**src/rtl/counter_pkg.sv**
```systemverilog
// Shared definitions for the mod-N up/down counter family.
package counter_pkg;

    typedef enum logic [1:0] {
        MODE_HOLD   = 2'b00,
        MODE_UP     = 2'b01,
        MODE_DOWN   = 2'b10,
        MODE_BOUNCE = 2'b11
    } mode_t;

endpackage

```
**src/rtl/mod_n_step.sv**
```systemverilog
// Combinational next-count / terminal-count / direction logic for one enabled step.
module mod_n_step
    import counter_pkg::*;
#(
    parameter int unsigned WIDTH = 4
) (
    input  logic [WIDTH-1:0] Cout,
    input  logic [WIDTH-1:0] N,
    input  logic             dir,
    input  mode_t            mode,
    output logic [WIDTH-1:0] next,
    output logic             tc_next,
    output logic             dir_next
);

    logic             degenerate;
    logic [WIDTH-1:0] last;
    logic             up_eff;
    logic [WIDTH-1:0] stepped;

    always_comb begin
        degenerate = (N <= WIDTH'(1));
        last       = degenerate ? '0 : N - WIDTH'(1);
        next       = Cout;
        tc_next    = 1'b0;
        dir_next   = dir;
        up_eff     = dir;
        stepped    = Cout;

        if (mode != MODE_HOLD) begin
            if (degenerate) begin
                next    = '0;
                tc_next = 1'b1;
            end else begin
                case (mode)
                    MODE_UP: begin
                        dir_next = 1'b1;
                        if (Cout >= last) begin
                            next    = '0;
                            tc_next = 1'b1;
                        end else begin
                            next = Cout + WIDTH'(1);
                        end
                    end
                    MODE_DOWN: begin
                        dir_next = 1'b0;
                        if ((Cout == '0) || (Cout >= N)) begin
                            next    = last;
                            tc_next = 1'b1;
                        end else begin
                            next = Cout - WIDTH'(1);
                        end
                    end
                    MODE_BOUNCE: begin
                        if (Cout >= N) begin
                            next    = dir ? '0 : last;
                            tc_next = 1'b1;
                        end else begin
                            // Sitting on an endpoint while pointing outward: turn before
                            // stepping so the endpoint is not shown twice.
                            if (dir && (Cout == last)) begin
                                up_eff = 1'b0;
                            end else if (!dir && (Cout == '0)) begin
                                up_eff = 1'b1;
                            end
                            stepped = up_eff ? Cout + WIDTH'(1) : Cout - WIDTH'(1);
                            next    = stepped;
                            if (stepped == last) begin
                                tc_next  = 1'b1;
                                dir_next = 1'b0;
                            end else if (stepped == '0) begin
                                tc_next  = 1'b1;
                                dir_next = 1'b1;
                            end else begin
                                dir_next = up_eff;
                            end
                        end
                    end
                    default: begin
                        next = Cout;
                    end
                endcase
            end
        end
    end

endmodule

```
**src/rtl/mod_n_updown_counter.sv**
```systemverilog
// Runtime-modulus up/down/bounce counter with terminal-count pulse and wrap counter.
module mod_n_updown_counter
    import counter_pkg::*;
#(
    parameter int unsigned WIDTH  = 4,
    parameter int unsigned WRAP_W = 8
) (
    input  logic              clk,
    input  logic              clear,
    input  logic              en,
    input  logic [1:0]        mode,
    input  logic [WIDTH-1:0]  mod_val,
    input  logic              load,
    input  logic [WIDTH-1:0]  load_val,
    output logic [WIDTH-1:0]  Cout,
    output logic              tc,
    output logic              dir,
    output logic [WRAP_W-1:0] wrap_cnt
);

    mode_t            mode_sel;
    logic [WIDTH-1:0] step_next;
    logic             step_tc;
    logic             step_dir;
    logic [WIDTH-1:0] load_clamped;

    assign mode_sel = mode_t'(mode);

    mod_n_step #(
        .WIDTH(WIDTH)
    ) u_step (
        .Cout    (Cout),
        .N       (mod_val),
        .dir     (dir),
        .mode    (mode_sel),
        .next    (step_next),
        .tc_next (step_tc),
        .dir_next(step_dir)
    );

    // N of 0 has no valid range, so an out-of-range load falls back to 0 there.
    always_comb begin
        if (load_val < mod_val) begin
            load_clamped = load_val;
        end else if (mod_val == '0) begin
            load_clamped = '0;
        end else begin
            load_clamped = mod_val - WIDTH'(1);
        end
    end

    always_ff @(posedge clk) begin
        if (!clear) begin
            Cout     <= '0;
            tc       <= 1'b0;
            dir      <= 1'b1;
            wrap_cnt <= '0;
        end else if (load) begin
            Cout <= load_clamped;
            tc   <= 1'b0;
            if (mode_sel == MODE_BOUNCE) begin
                dir <= 1'b1;
            end
        end else if (en) begin
            Cout <= step_next;
            tc   <= step_tc;
            dir  <= step_dir;
            if (step_tc) begin
                wrap_cnt <= wrap_cnt + WRAP_W'(1);
            end
        end else begin
            tc <= 1'b0;
        end
    end

endmodule

```
**config.mk**
```make
export PLATFORM = sky130hd
export DESIGN_NAME = mod_n_updown_counter
export DESIGN_NICKNAME = d
export VERILOG_FILES = /design/src/rtl/counter_pkg.sv /design/src/rtl/mod_n_step.sv /design/src/rtl/mod_n_updown_counter.sv
export SDC_FILE = /design/constraint.sdc
export NUM_CORES = 1
export LEC_CHECK = 0
export ABC_AREA = 1
export CORE_MARGIN = 2
export CORE_UTILIZATION = 58
export DETAILED_ROUTE_END_ITERATION = 8
export PLACE_DENSITY = 0.85
export RECOVER_POWER = 100
export SYNTH_ARGS = -nofsm -noshare
export SYNTH_HDL_FRONTEND = slang
export SYNTH_SLANG_ARGS = --single-unit
```
**constraint.sdc**
```tcl
create_clock -name clk -period 4.2 [get_ports clk]
set_input_delay 0.84 -clock clk [delete_from_list [all_inputs] [get_ports clk]]
set_output_delay 0.84 -clock clk [all_outputs]
set_load 0.03 [all_outputs]
```
[Yosys cells after proc, flatten, opt, wreduce, memory -nomap -nowiden]
Cells that the tools add are included.
W data, S select, Z words.
Cells by class
  equal/unequal tests: 8
  muxes and demuxes: 36
  add/sub/neg operators: 4
  bitwise gates (word level): 3
  order comparisons: 4
  reductions and logical operators: 16
Operator list (count)
  $mux W4: 12
  $mux W1: 21
  $logic_not A4 Y1: 3
  $pmux W4 S3: 1
  $add A8 B1 Y8 const B: 1
  $eq A4 B4 Y1: 2
  $ge A4 B4 Y1: 2
  $sub A4 B1 Y4 const B: 2
  $pmux W1 S3: 2
  $reduce_and A3 Y1: 2
  $reduce_and A6 Y1: 1
  $reduce_bool A2 Y1: 3
  $reduce_bool A5 Y1: 1
  $add A4 B1 Y4 const B: 1
  $eq A2 B2 Y1 const B: 2
  $le A4 B1 Y1 const B: 1
  $lt A4 B4 Y1: 1
  $ne A3 B3 Y1 const B: 1
  $not A1 Y1: 3
  $reduce_bool A3 Y1: 1
  $reduce_or A3 Y1: 1
  $eq A2 B1 Y1 const B: 1
  $logic_and A1 B1 Y1: 2
  $ne A2 B1 Y1 const B: 1
  other kinds (3): 3
Word-level totals
  word-level logic and storage cells: 75
  bits of input ports: 14
  register bits: 14
  output and inout port bits: 14

[Longest topological paths before layout]
Gate-level depths: netlist (run 1).
  depth after elaboration: 19
  depth in mapped cells: 21
  mapped depth without buffers: 21

[Modules after synthesis]
From an unflattened synthesis (run 1), not the netlist that was laid out.
Second synthesis, totals
  cells, all modules: 292
  area, all modules: 1813.0 um^2
Modules (own cells, without submodules)
  mod_n_step: area each 942.2 um^2, sequential area each 0.0 um^2, times used 1, cells an instance 168
  mod_n_updown_counter: area each 870.8 um^2, sequential area each 280.3 um^2, times used 1, cells an instance 124

[Worst setup path before layout (run 1)]
Ideal clock, no wire load.
  kind: input-to-reg
  from: in mod_val[0]
  to: reg wrap_cnt[5]
  setup slack: 1.167 ns
  cell stages on the path: 21
  data arrival time: 2.913 ns
  cell sequence: inv_1 ha_1 xnor2_1 nor2_1 inv_1 ha_1 nand2_1 nor2_2 nand2_2 nand2_4 nand2_2 nand2_2 nand2_1 nor2_1 nor2_1 nand2_1 nand2_2 nand2_4 nand2_4 nand2_1 a21oi_1
On the way
  word-level cells in the longest chain between the ends: 18
  elaborated cells on any way between the ends: 25
  classes of those cells: 1 x add/sub; 3 x order compare; 2 x eq/ne; 15 x mux; 4 x reduce/logical
RTL lines
  from (decl): line mod_n_updown_counter.sv:12  | input logic [WIDTH-1:0] mod_val,
  $sub A4 B1 Y4 or $le A4 B1 Y1 (tied branches): line mod_n_step.sv:23, mod_n_step.sv:22
  $mux W4: line mod_n_step.sv:23  | last = degenerate ? '0 : N - WIDTH'(1);
  $eq A4 B4 Y1: line mod_n_step.sv:61  | if (dir && (Cout == last)) begin
  $logic_and A1 B1 Y1: line mod_n_step.sv:61
  $mux W1: line mod_n_step.sv:61
  $mux W1: line mod_n_step.sv:55  | if (Cout >= N) begin
  $mux W1: line mod_n_step.sv:35  | case (mode)
  $mux W1: line mod_n_step.sv:31  | if (degenerate) begin
  (+2 left out)
  $logic_not A4 Y1: line mod_n_step.sv:71  | end else if (stepped == '0) begin
  $mux W1: line mod_n_step.sv:71
  $mux W1: line mod_n_step.sv:68  | if (stepped == last) begin
  $mux W1: line mod_n_step.sv:55
  $pmux W1 S3: line mod_n_step.sv:35
  $mux W1 (*): line mod_n_step.sv:31
  $mux W1 (*): line mod_n_step.sv:30  | if (mode != MODE_HOLD) begin
  $reduce_and A3 Y1 (no source line) (*)
  to (signal assigned): line mod_n_updown_counter.sv:69  | wrap_cnt <= wrap_cnt + WRAP_W'(1);
  to (decl): line mod_n_updown_counter.sv:18  | output logic [WRAP_W-1:0] wrap_cnt
Every way passes the cells marked *; elsewhere a longest branch is shown, timed or not. The select of a mux whose other input is x is not followed.
A chain may end at the register's enable or synchronous reset.

[Worst setup path in the final report (run 1)]
  from: in mod_val[1]
  to: reg wrap_cnt[2]
The elaborated chain is that of the path after synthesis.

==> qor.yml, run 1 <==
worst_setup_path:
  slowest_delay_ns: 0.48
  worst-path-max-fanout: 10
  worstSetupPathType: "in2reg"
  crit_top_cell: "nand2_1"
  cp_top_family: "simple AND/OR/NAND/NOR gates"
  crit_buf_inv: 3
  worst_path_max_delay_cell: "clkdlybuf4s50_1"
  worst-endpoint-required_ns: 4.38
  critPathArrivalTime_ns: 3.92
  crit_path_start_kind: "input port"
  cp-end-kind: "flip-flop"
  path_cells: "clkdlybuf4s50_1 > inv_1 > ha_1 > xnor2_1 > nor2_1 > inv_1 > ha_1 > nand2_1 > nor2_1 > nand2_1 > nand2_4 > nand2_2 > nand2_2 > nand2_1 > nor2_1 > nor2_1 > nand2_1 > nand2_1 > nand2_4 > nand2_4 > nand2_1 > a21oi_1"
route:
  wire_per_inst_um: 13.6
  vias_per_cell: 5.68
  ant_nets: 0
  drc_errors: 0
  drtIter0Drc: 132
  routed_wirelength_um: 4350
  vias: 1816
  drtPass1Iterations: 5
yosys:
  ys_types: 27
  synth_warnings: 0
  ys_ff_latch: 14
  synthTopCellsByArea: "dfxtp_1, ha_1, nand3_1, nand2_1, inv_1"
  synth_edf_count: 0
  syn_inst: 258
  synth_fp_nets: 293
  synth_fa_ha_area_frac: 0.157
  synth_common_cells: "nand2_1, nand3_1, inv_1"
  synth_top_cell_by_area: "dfxtp_1"
  synth_top_area_frac: 0.167
  seq_area_frac_synth: 0.167
  muxShareOfSynthArea: 0
  synth_compound_area_frac: 0.174
  synth_top_family_by_area: "simple AND/OR/NAND/NOR gates"
  async_reset_ff_frac: 0
  synth_flop_cell: "dfxtp_1"
  synth-xor-area-share: 0.0522
  yosysMostFrequentCell: "nand2_1"
  syn_avg_cell_area_um2: 6.50
  synth_simple_gate_area_frac: 0.377
  mappedNetlistArea_um2: 1680
global_routing:
  grt_pass1_vias: 1668
  grt_max_degree: 13
  grt.total_usage: 0.283
  gr-total-overflow: 0
  grt_pass1_wl_um: 7490
  antenna_found_initial: 0
cts:
  cts_tree: "done"
  clock_sinks: 14
  worstSkewPairLatency_ns: 0.28
  cts.path.max_buffers: 2
  ctsHoldBuffers: 0
  cts-htree-levels: 1
  cts.clk_slew.worst_paths_ns: 0.09
  cts-root-buf: "clkbuf_4"
  cts_inserted_buffers: 3
  postCtsSetupBuffers: 0
  postCtsResizedCells: 0
place:
  gp_congestion: 0.923
  place_area_um2: 1990
  dp.cells: 316
  portBuffers: 27
  dp_hpwl_um: 3430
timing:
  tns_ns: 0
  fmax_mhz: 267
  hold_violations: 0
  grt_setup_unrepaired: "no"
  layout_min_cycle_time_ns: 3.74
  maxSlewViolCount: 0
  period_share: 0.890
  max-slew-margin-rel: 0.614
  worst_slew_pin_slew_ns: 0.580
  final.setup_skew_ns: 0.00422
  setup_violations: 0
floorplanning:
  ios: 28
  rows: 19
  die_h_um: 57.8
  die_area_um2: 3340
  core_area_um2: 2760
  initial_core_util: 0.608
  die_w_um: 57.8
hold_path:
  holdCritPathClass: "reg2reg"
outcome:
  status: "complete, no violations"
cells_and_area:
  final_cells: 320
  fin_util: 0.731
  final_nets: 325
  diodes: 0
  fill_cells: 254
  layout-drive-gt1-share: 0.0692
  design_area_um2: 2020
  area_delta_synth_final_pct: 20.1
power:
  power_density_nw_per_um2: 277
  leakage_uw: 0.000983
  irDropWorstVdd_v: 0.000270
  total_power_uw: 558
run:
  cap_viol_max_count: 0
[flip-flops by register name, indices dropped and copies added, names as in the netlist]
name and flops:
wrap_cnt 8, dir 1, tc 1, Cout 4
[through the flow]
step	setup slack, ns	hold slack, ns
2_1_floorplan	1.17	0.596
4_1_cts	0.622	0.488
3_3_place_gp	0.394	0.476
6_report	0.461	0.480
3_5_place_dp	0.357	0.475
5_1_grt	0.191	0.516
[cell type report]
| cell class | count | area [µm²] | share of cell area |
|---|---|---|---|
| Inverter | 29 | 109 | 0.0540 |
| Sequential cell | 14 | 280 | 0.139 |
| Multi-Input combinational cell | 213 | 1270 | 0.628 |
| Tap cell | 31 | 38.8 | 0.0192 |
| Timing Repair Buffer | 29 | 285 | 0.142 |
| Clock buffer | 4 | 36.3 | 0.0180 |
[cell usage in the layout, fill, tap and decap left out, types with 2 or more instances in the layout]
cell type and count:
nand2_1 51, nand3_1 40, inv_1 28, ha_1 21, a21oi_1 20, nor2_1 19, o21ai_0 15, dfxtp_1 14
dlygate4sd3_1 14, clkdlybuf4s50_1 13, o211ai_1 7, xnor2_1 5, nand2_4 5, xor2_1 5, nand2_2 4, nor3_1 4
a31oi_1 4, nand4_1 3, clkbuf_4 3, o21bai_1 2, nor2_2 2, buf_4 2
[layer usage]
metal,part of all wire,GRT usage
met1,0.47,0.410
met2,0.45,0.429
met3,0.075,0.0491
met4,0.0076,0.0831
met5,0,0
[worst reg2reg max path, delay by kind of cell, from the launching register on]
kind,cells,cell delay (ns)
AOI/OAI and AO/OA,1,0.06
adders and majority gates,1,0.35
buffers and inverters,1,0.23
DFF,1,0.55
and+or+nand+nor,14,1.43
[cell families (layout without fill, tap and decap cells)]
group / Yosys count / in the layout
simple gates: 131 / 131
compound gates: 51 / 51
buf+inv: 31 / 62
fa+ha+maj: 21 / 21
flops: 14 / 14
xor+xnor: 10 / 10
[where the power goes]
part	switching (µW)	total (µW)	internal, µW
sequential	19.8	160	140
combinational	190	300	110
clock	46.2	98.9	52.7
total	256	558	302
[final timing paths]
check | startpoint | slack, ns | depth (start not counted) | to
worst max-delay path | mod_val[1] | 0.46 | 22 | wrap_cnt[2]
worst min-delay path | wrap_cnt[4] | 0.48 | 2 | wrap_cnt[4]
worst max register to register | Cout[0] | 1.50 | 17 | wrap_cnt[2]
worst min register to register | wrap_cnt[4] | 0.48 | 2 | wrap_cnt[4]
Note: power is estimated with default switching activity, not from simulation.
==> run 2: changes to the inputs <==
--- a/config.mk
+++ b/config.mk
@@ -9,6 +9,7 @@
 export CORE_MARGIN = 2
 export CORE_UTILIZATION = 58
 export DETAILED_ROUTE_END_ITERATION = 8
+export GPL_TIMING_DRIVEN = 0
 export PLACE_DENSITY = 0.85
 export RECOVER_POWER = 100
 export SYNTH_ARGS = -nofsm -noshare
==> run 2 against run 1 <==
Net effect: clock-buffer cell count fell by 1; combinational power barely moved; highest routed layer unchanged; maximum frequency fell by 3.9%; largest cell class unchanged; sequential share of layout area grew 0.11 points; power is 4.2% lower; critical endpoint is now wrap_cnt[4].
==> qor.yml, run 2 (synthesized netlist as in run 1, its figures left out) <==
worst_setup_path:
  worstSetupPathType: "in2reg"
  worst-endpoint-required_ns: 4.37
  crit_path_start_kind: "input port"
  critPathArrivalTime_ns: 4.06
  reg2reg_slack_ns: 1.64
  cp-end-kind: "flip-flop"
  worst-path-max-fanout: 10
route:
  vias: 1791
  drtIter0Drc: 62
  drc_errors: 0
  ant_nets: 0
  vias_per_cell: 5.63
  routed_wirelength_um: 4090
  drtPass1Iterations: 6
  wire_per_inst_um: 12.9
timing:
  max-slew-margin-rel: 0.630
  period_share: 0.926
  final.setup_skew_ns: 0.00223
  setup_violations: 0
  tns_ns: 0
  layout_min_cycle_time_ns: 3.89
  fin_ws_ns: 0.310
  grt_setup_unrepaired: "no"
  worst_slew_pin_slew_ns: 0.555
  hold_violations: 0
  fmax_mhz: 257
  maxSlewViolCount: 0
floorplanning:
  die_h_um: 57.8
  rows: 19
  initial_core_util: 0.608
  die_area_um2: 3340
  core_area_um2: 2760
  ios: 28
  die_w_um: 57.8
power:
  clkPwrFrac: 0.143
  leakage_uw: 0.000970
  p_sw_frac: 0.469
  irDropWorstVdd_v: 0.000225
  total_power_uw: 535
  p_int_uw: 284
  p_sw_uw: 251
  seqPwrFrac: 0.291
  power_density_nw_per_um2: 268
  comb_power_share: 0.566
cells_and_area:
  final_nets: 324
  multiInputGateArea_um2: 1270
  layout-drive-gt1-share: 0.0732
  reg.largest.list: "wrap_cnt (8), Cout (4)"
  final_cells: 318
  largest_register_ffs: 8
  regArea_um2: 280
  fill_cells: 247
  diodes: 0
  final_cell_mix: "nand2_1, nand3_1, inv_1"
  final_common_cell: "nand2_1"
  design_area_um2: 2000
  area_delta_synth_final_pct: 19.2
  largest-register: "wrap_cnt"
cts:
  cts_inserted_buffers: 3
  postCtsResizedCells: 0
  ctsHoldBuffers: 0
  cts-htree-levels: 1
  worstSkewPairLatency_ns: 0.28
  cts_tree: "done"
  cts.clk_slew.worst_paths_ns: 0.08
  cts-root-buf: "clkbuf_4"
  postCtsSetupBuffers: 0
  cts.path.max_buffers: 2
  clock_sinks: 14
global_routing:
  grt.total_usage: 0.256
  grt_pass1_vias: 1565
  gr-total-overflow: 0
  antenna_found_initial: 0
  grt_pass1_wl_um: 6840
  grt_max_degree: 11
outcome:
  status: "complete, no violations"
place:
  dp.cells: 315
  preCtsSetupSlack_ns: 0.0765
  place_area_um2: 1980
  dp_hpwl_um: 3300
  portBuffers: 26
  gp_congestion: 0.930
hold_path:
  holdCritPathClass: "reg2reg"
run:
  cap_viol_max_count: 0
[run 2: area by class of cell]
class	instances	area share
buffer	2	0.00751
sequential	14	0.140
tap	31	0.0194
multi-input combinational	213	0.637
inverter	29	0.0544
timing repair buffer	26	0.130
clock buffer	3	0.0113
[run 2: power groups by stage]
stage / clock network, µW / logic (µW) / registers (µW)
2_1_floorplan: 0 / 215 / 168
3_3_place_gp: 0 / 298 / 159
3_5_place_dp: 0 / 302 / 159
4_1_cts: 77.4 / 303 / 156
5_1_grt: 80.8 / 342 / 157
6_report: 76.7 / 303 / 156
[run 2: critical path, cell delays in order]
cell and delay (ns):
clkdlybuf4s50_1 0.61, inv_1 0.15, ha_1 0.26, o21ai_2 0.26, nand3_1 0.21, ha_1 0.34, nand2_1 0.08, nor2_2 0.14
nand2_2 0.14, nand2_4 0.14, nand2_2 0.06, nand3_1 0.08, nand2_1 0.06, nor2_1 0.11, nand2_1 0.08, nand2_1 0.07
nand2_2 0.06, nand2_4 0.13, nand2_4 0.10, nand2_1 0.09, a21oi_1 0.06
[run 2: worst paths after layout]
| path | endpoint | start | cells past startpoint |
|---|---|---|---|
| max reg2reg | wrap_cnt[4] | Cout[0] | 17 |
| min | wrap_cnt[4] | wrap_cnt[4] | 2 |
| max | wrap_cnt[4] | mod_val[0] | 21 |
| min reg2reg | wrap_cnt[4] | wrap_cnt[4] | 2 |
[run 2: per-stage QoR]
| stage | utilization | hold WS [ns] |
|---|---|---|
| detailed placement | 0.717 | 0.483 |
| global placement | 0.717 | 0.466 |
| CTS | 0.725 | 0.495 |
| global route | 0.725 | 0.512 |
| floorplan | - | 0.596 |
| finish | 0.725 | 0.491 |
[run 2: layer usage]
metal / part of all wire / vias up / track usage
li1: - / 943 / -
met1: 0.48 / 783 / 0.352
met2: 0.45 / 54 / 0.427
met3: 0.052 / 11 / 0.0156
met4: 0.022 / 0 / 0.0897
met5: 0 / - / 0
==> edit 1: new RTL, flow settings as in run 1 <==
Put one more register stage on the output `dir`. The value now appears one clock later. The other outputs are not delayed to match.
--- a/src/rtl/mod_n_updown_counter.sv
+++ b/src/rtl/mod_n_updown_counter.sv
@@ -20,2 +20,4 @@
 
+    logic dir_s0;
+
     mode_t            mode_sel;
@@ -33,3 +35,3 @@
         .N       (mod_val),
-        .dir     (dir),
+        .dir     (dir_s0),
         .mode    (mode_sel),
@@ -55,3 +57,3 @@
             tc       <= 1'b0;
-            dir      <= 1'b1;
+            dir_s0   <= 1'b1;
             wrap_cnt <= '0;
@@ -61,3 +63,3 @@
             if (mode_sel == MODE_BOUNCE) begin
-                dir <= 1'b1;
+                dir_s0 <= 1'b1;
             end
@@ -66,3 +68,3 @@
             tc   <= step_tc;
-            dir  <= step_dir;
+            dir_s0 <= step_dir;
             if (step_tc) begin
@@ -75,2 +77,6 @@
 
+    always_ff @(posedge clk) begin
+        dir <= dir_s0;
+    end
+
 endmodule
Check against the original RTL: not equivalent (a bounded check fails within 4 cycles, from zero or initial values).
==> edit 1 against run 1 <==
Sequential cell count up 1; final cell count up 0.63%; routed wire length increased by 0.62%; cell area rose by 0.56%; power is 2.6% lower; worst setup slack lost 160 ps; area after synthesis shrank 0.22%; synthesized cell count down 0.39%; largest cell class unchanged; highest routed layer unchanged.
==> edit 1: results (changes against run 1) <==
- Status: completed (unchanged)
- CTS H-tree lvls: 1 (unchanged)
- Worst Tran Pin Value: 529 ps (was 580 ps)
- CP Launch Point: mod_val[0] (was mod_val[1])
- Clock slew at reported path FFs: 80 ps
- Crit-path slowest cell: clkdlybuf4s50_1 (unchanged)
- DPL Wire Length: 3.55 mm (was 3.43 mm)
- Sequential share of the synthesized area: 17.9% (was 16.7%)
- ANT cells: 0 (unchanged)
- CTS Buf Count: 3 (unchanged)
- Nets: 328 (was 325)
- Critical path's top delay family: simple AND/OR/NAND/NOR gates (unchanged)
- Highest net fanout along the worst path: 10 (unchanged)
- Library cells used by synthesis: 29 (was 27)
- Lkg Pwr: 1.00 nW (was 0.983 nW)
- Worst clock skew: 8.04 ps (was 4.22 ps)
- Highest cell delay on the worst timing path: 570 ps (was 480 ps)
- Root buffer cell: clkbuf_4 (unchanged)
- First-pass GRT wire length: 7.33 mm (was 7.49 mm)
- Share of layout cells above drive strength 1: 6.19% (was 6.92%)
- First-iteration detailed-routing DRC count: 121 (was 132)
- # fillers: 258 (was 254)
- Clock Tree Buf Depth: 2 (unchanged)
- Ys async rst share: 0% (unchanged)
- GPL Wtd Cong: 0.934 (was 0.923)
- Via count: 1803 (was 1816)
- CP required: 4420 ps (was 4380 ps)
- TritonRoute pass-1 iters: 4 (was 5)
- Worst vdd ir: 0.254 mV (was 0.270 mV)
- Area contributors post-synth: dfxtp_1 18%, ha_1 16%, nand2_1 12% (was dfxtp_1 17%, ha_1 16%, nand3_1 12%)
- Clock Latency Late Sink: 290 ps
- PostCTS Resize Cnt: 0 (unchanged)
- Biggest regs: wrap_cnt x8, Cout x4 (unchanged)
- Commonest cells in the netlist: 55 x nand2_1, 38 x nand3_1, 30 x inv_1 (was 49 x nand2_1, 40 x nand3_1, 28 x inv_1)
- Largest net degree at the start of global routing: 13 (unchanged)
- Hold Path Class: reg2reg (unchanged)
- Vias in the first global route: 1658 (was 1668)
- Drt wl/cell: 13.6 um (about the same)
- GRT Util Overall: 28.1% (was 28.3%)
- Reg-to-Reg Start: Cout[0] (unchanged)
- Hold_sp: dir_s0 (was wrap_cnt[4])
- Ys Warns: 0 (unchanged)
-- edit 1: cell types whose count changed after synthesis, moves of 2 or more --
cell      before  now
o21ai_0       15   11
nor4_1         0    2
inv_1         28   30
clkinv_1       1    3
o211ai_1       7    2
nand2_2        6    3
nand2_1       49   55
a31oi_1        4    2
nand3_1       40   38
a32oi_1        0    3
o221ai_1       0    2
-- edit 1: power breakdown --
group	internal, mW	switching, mW	leakage (nW)
clock network	0.0354	0.0464	0.0177
logic	0.110	0.183	0.865
registers	0.150	0.0189	0.122
total	0.295	0.248	1.00
-- edit 1: stage by stage --
stage	instance area [sq um]	cells	setup slack [ps]
6_report	2030	322	302
5_1_grt	2030	322	53.9
4_1_cts	2030	322	402
3_5_place_dp	2000	318	104
3_3_place_gp	2000	318	205
2_1_floorplan	1670	257	957
-- edit 1: cells by family (layout without fill, tap and decap cells) --
logic type / Yosys count / in the layout / share of synthesized area, %
buf+inv: 35 / 69 / 8.30
fa+ha+maj: 22 / 22 / 16.4
flops: 15 / 15 / 17.9
compound gates: 46 / 46 / 16.2
simple gates: 129 / 129 / 35.9
xor+xnor: 10 / 10 / 5.23
-- edit 1: routing by layer --
metal	global-route usage (%)	up-vias	wire, um
met4	7.31	0	39
met1	37.7	813	1970
li1	-	946	-
met5	0	-	0
met2	47.1	39	2150
met3	4.46	5	215
-- edit 1: path summary, 6_finish.rpt --
path / slack (ps) / end / cells past startpoint
max reg2reg: 1500 / wrap_cnt[6] / 19
min reg2reg: 430 / dir / 0
max: 300 / wrap_cnt[6] / 25
min: 430 / dir / 0
-- edit 1: cell type report --
class	instances	area (sq um)	share of cell area, %
flip-flops and latches	15	300	14.8
well taps	31	38.8	1.91
clock inverters	1	5.00	0.247
repair buffers	31	300	14.8
multi-input cells	207	1230	60.8
clock buffers	3	22.5	1.11
inverters	34	128	6.30
==> edit 2: new RTL, flow settings as in run 1 <==
Made on the original files. `WIDTH` is set to 4 in 2 places; all go to 5.
--- a/src/rtl/mod_n_step.sv
+++ b/src/rtl/mod_n_step.sv
@@ -4,3 +4,3 @@
 #(
-    parameter int unsigned WIDTH = 4
+    parameter int unsigned WIDTH = 5
 ) (
--- a/src/rtl/mod_n_updown_counter.sv
+++ b/src/rtl/mod_n_updown_counter.sv
@@ -4,3 +4,3 @@
 #(
-    parameter int unsigned WIDTH  = 4,
+    parameter int unsigned WIDTH  = 5,
     parameter int unsigned WRAP_W = 8
Interface: changed (resized Cout, load_val and mod_val); port bits go from 28 to 31. No check against the original RTL was run, so the function may have changed too.
==> edit 2 against run 1 <==
Non-clock buffer count rose by 1; combinational power rose by 20%; count of clock-buffer cells in the layout did not move; core utilization fell by 2.5 points; sequential cell count grew 1; cell area is 16% higher; power up 9.6%; area after synthesis rose by 18%; routed wire length grew 19%; worst setup slack worse by 130 ps; sequential power grew 8%; critical path type unchanged; largest cell class unchanged.
==> edit 2: results (changes against run 1) <==
- Nets: 390 (was 325)
- Clock slew at reported path FFs: 80 ps
- Worst reg-to-reg setup slack: 1420 ps (was 1500 ps)
- Initial antenna violation count: 0 (unchanged)
- Synth Flop Type: dfxtp_1 (unchanged)
- R2R cell count: 17 (unchanged)
- Seq power: 0.173 mW (was 0.160 mW)
- Highest net fanout along the worst path: 10 (unchanged)
- CP Launch Point: mod_val[0] (was mod_val[1])
- Reg-to-Reg Start: Cout[0] (unchanged)
- Hold path cells: 2 (unchanged)
- Commonest cells in the netlist: 75 x nand2_1, 47 x nand3_1, 43 x inv_1 (was 49 x nand2_1, 40 x nand3_1, 28 x inv_1)
- First-pass GRT wire length: 8.97 mm (was 7.49 mm)
- Dpl cells: 391 (was 316)
- Sw Pwr: 0.297 mW (was 0.256 mW)
- Clock Latency Late Sink: 280 ps (about the same)
- Setup Fix Bufs, Post-CTS: 0 (unchanged)
- Ys Warns: 0 (unchanged)
- PostCTS Resize Cnt: 0 (unchanged)
- Most common cell in the netlist: nand2_1 (unchanged)
- WL final: 5.17 mm (was 4.35 mm)
- Sequential share of the synthesized area: 15.2% (was 16.7%)
- Logic pwr share: 59.0% (was 53.7%)
- Library cells used by synthesis: 27 (unchanged)
- Vias in the first global route: 2085 (was 1668)
- Critical Path AT: 4040 ps (was 3920 ps)
- CTS Buf Count: 3 (unchanged)
- Lkg Pwr: 1.20 nW (was 0.983 nW)
- Hold_sp: wrap_cnt[7] (was wrap_cnt[4])
- ANT cells: 0 (unchanged)
- Largest net degree at the start of global routing: 13 (unchanged)
- Worst clock skew: 0.895 ps (was 4.22 ps)
- CTS H-tree lvls: 1 (unchanged)
- PortBufs: 30 (was 27)
- Area contributors post-synth: dfxtp_1 15%, ha_1 15%, nand2_1 14% (was dfxtp_1 17%, ha_1 16%, nand3_1 12%)
- Status: completed (unchanged)
- Slew HR: 65.2% (was 61.4%)
- Biggest regs: wrap_cnt x8, Cout x5 (was wrap_cnt x8, Cout x4)
- GRT Util Overall: 27.9% (was 28.3%)
- First-iteration detailed-routing DRC count: 272 (was 132)
- Syn Inst Count: 317 (was 258)
- Pre-CTS setup slack: 119 ps (was 357 ps)
- Ys async rst share: 0% (unchanged)
- TritonRoute pass-1 iters: 9 (was 5)
- Hold Path Class: reg2reg (unchanged)
- Syn Nets: 357 (was 293)
- Non-Filler Instances: 395 (was 320)
- GPL Wtd Cong: 0.958 (was 0.923)
- DPL Wire Length: 4.18 mm (was 3.43 mm)
- Fin crit period: 3870 ps (was 3740 ps)
- Share of layout cells above drive strength 1: 6.88% (was 6.92%)
- Root buffer cell: clkbuf_4 (unchanged)
- DR vias/cell: 5.60 (was 5.68)
- Worst vdd ir: 0.170 mV (was 0.270 mV)
- # fillers: 303 (was 254)
-- edit 2: worst max-delay path, cell delays in order --
cell and delay (ps):
clkdlybuf4s50_1 550, inv_2 100, ha_1 230, nand2_1 80, xor2_1 250, nand2_1 170, ha_1 330, nand2_1 50
inv_1 90, nand3_2 170, nand2_4 170, nand2_1 90, nand2_1 120, nand3_1 110, nor2_1 120, nor2_2 50
nand2_2 60, nand2_1 70, nand2_4 140, nand2_4 90, nand2_1 80, a21oi_1 50
-- edit 2: logic make-up (layout without fill, tap and decap cells) --
family | Yosys count | in the layout | share of synthesized area [%]
and+or+nand+nor | 167 | 167 | 40.5
AOI/OAI and AO/OA | 54 | 54 | 15.2
buffers and inverters | 47 | 79 | 9.39
adders and majority gates | 24 | 24 | 15.2
DFF | 15 | 15 | 15.2
xor gates and xnor gates | 10 | 10 | 4.44
-- edit 2: area by class of cell --
cell class,instances,area share [%]
multi-input combinational,255,63.5
timing repair buffer,30,12.8
sequential,15,12.8
clock buffer,4,1.12
tap,46,2.46
inverter,45,7.23
-- edit 2: stage by stage --
| stage | cell area [sq um] | power [mW] | hold slack (ps) |
|---|---|---|---|
| 2_1_floorplan | 1970 | 0.435 | 606 |
| 3_3_place_gp | 2310 | 0.530 | 487 |
| 3_5_place_dp | 2310 | 0.533 | 492 |
| 4_1_cts | 2340 | 0.612 | 505 |
| 5_1_grt | 2340 | 0.664 | 529 |
| 6_report | 2340 | 0.612 | 503 |
-- edit 2: routing by layer --
layer  part of all wire, %  global-route usage (%)
met1                    43                    34.3
met2                    47                    50.0
met3                   7.1                    3.44
met4                   2.4                    10.0
met5                     0                       0
-- edit 2: worst paths after layout --
check                end
min reg2reg  wrap_cnt[7]
max          wrap_cnt[5]
max reg2reg  wrap_cnt[5]
min          wrap_cnt[7]
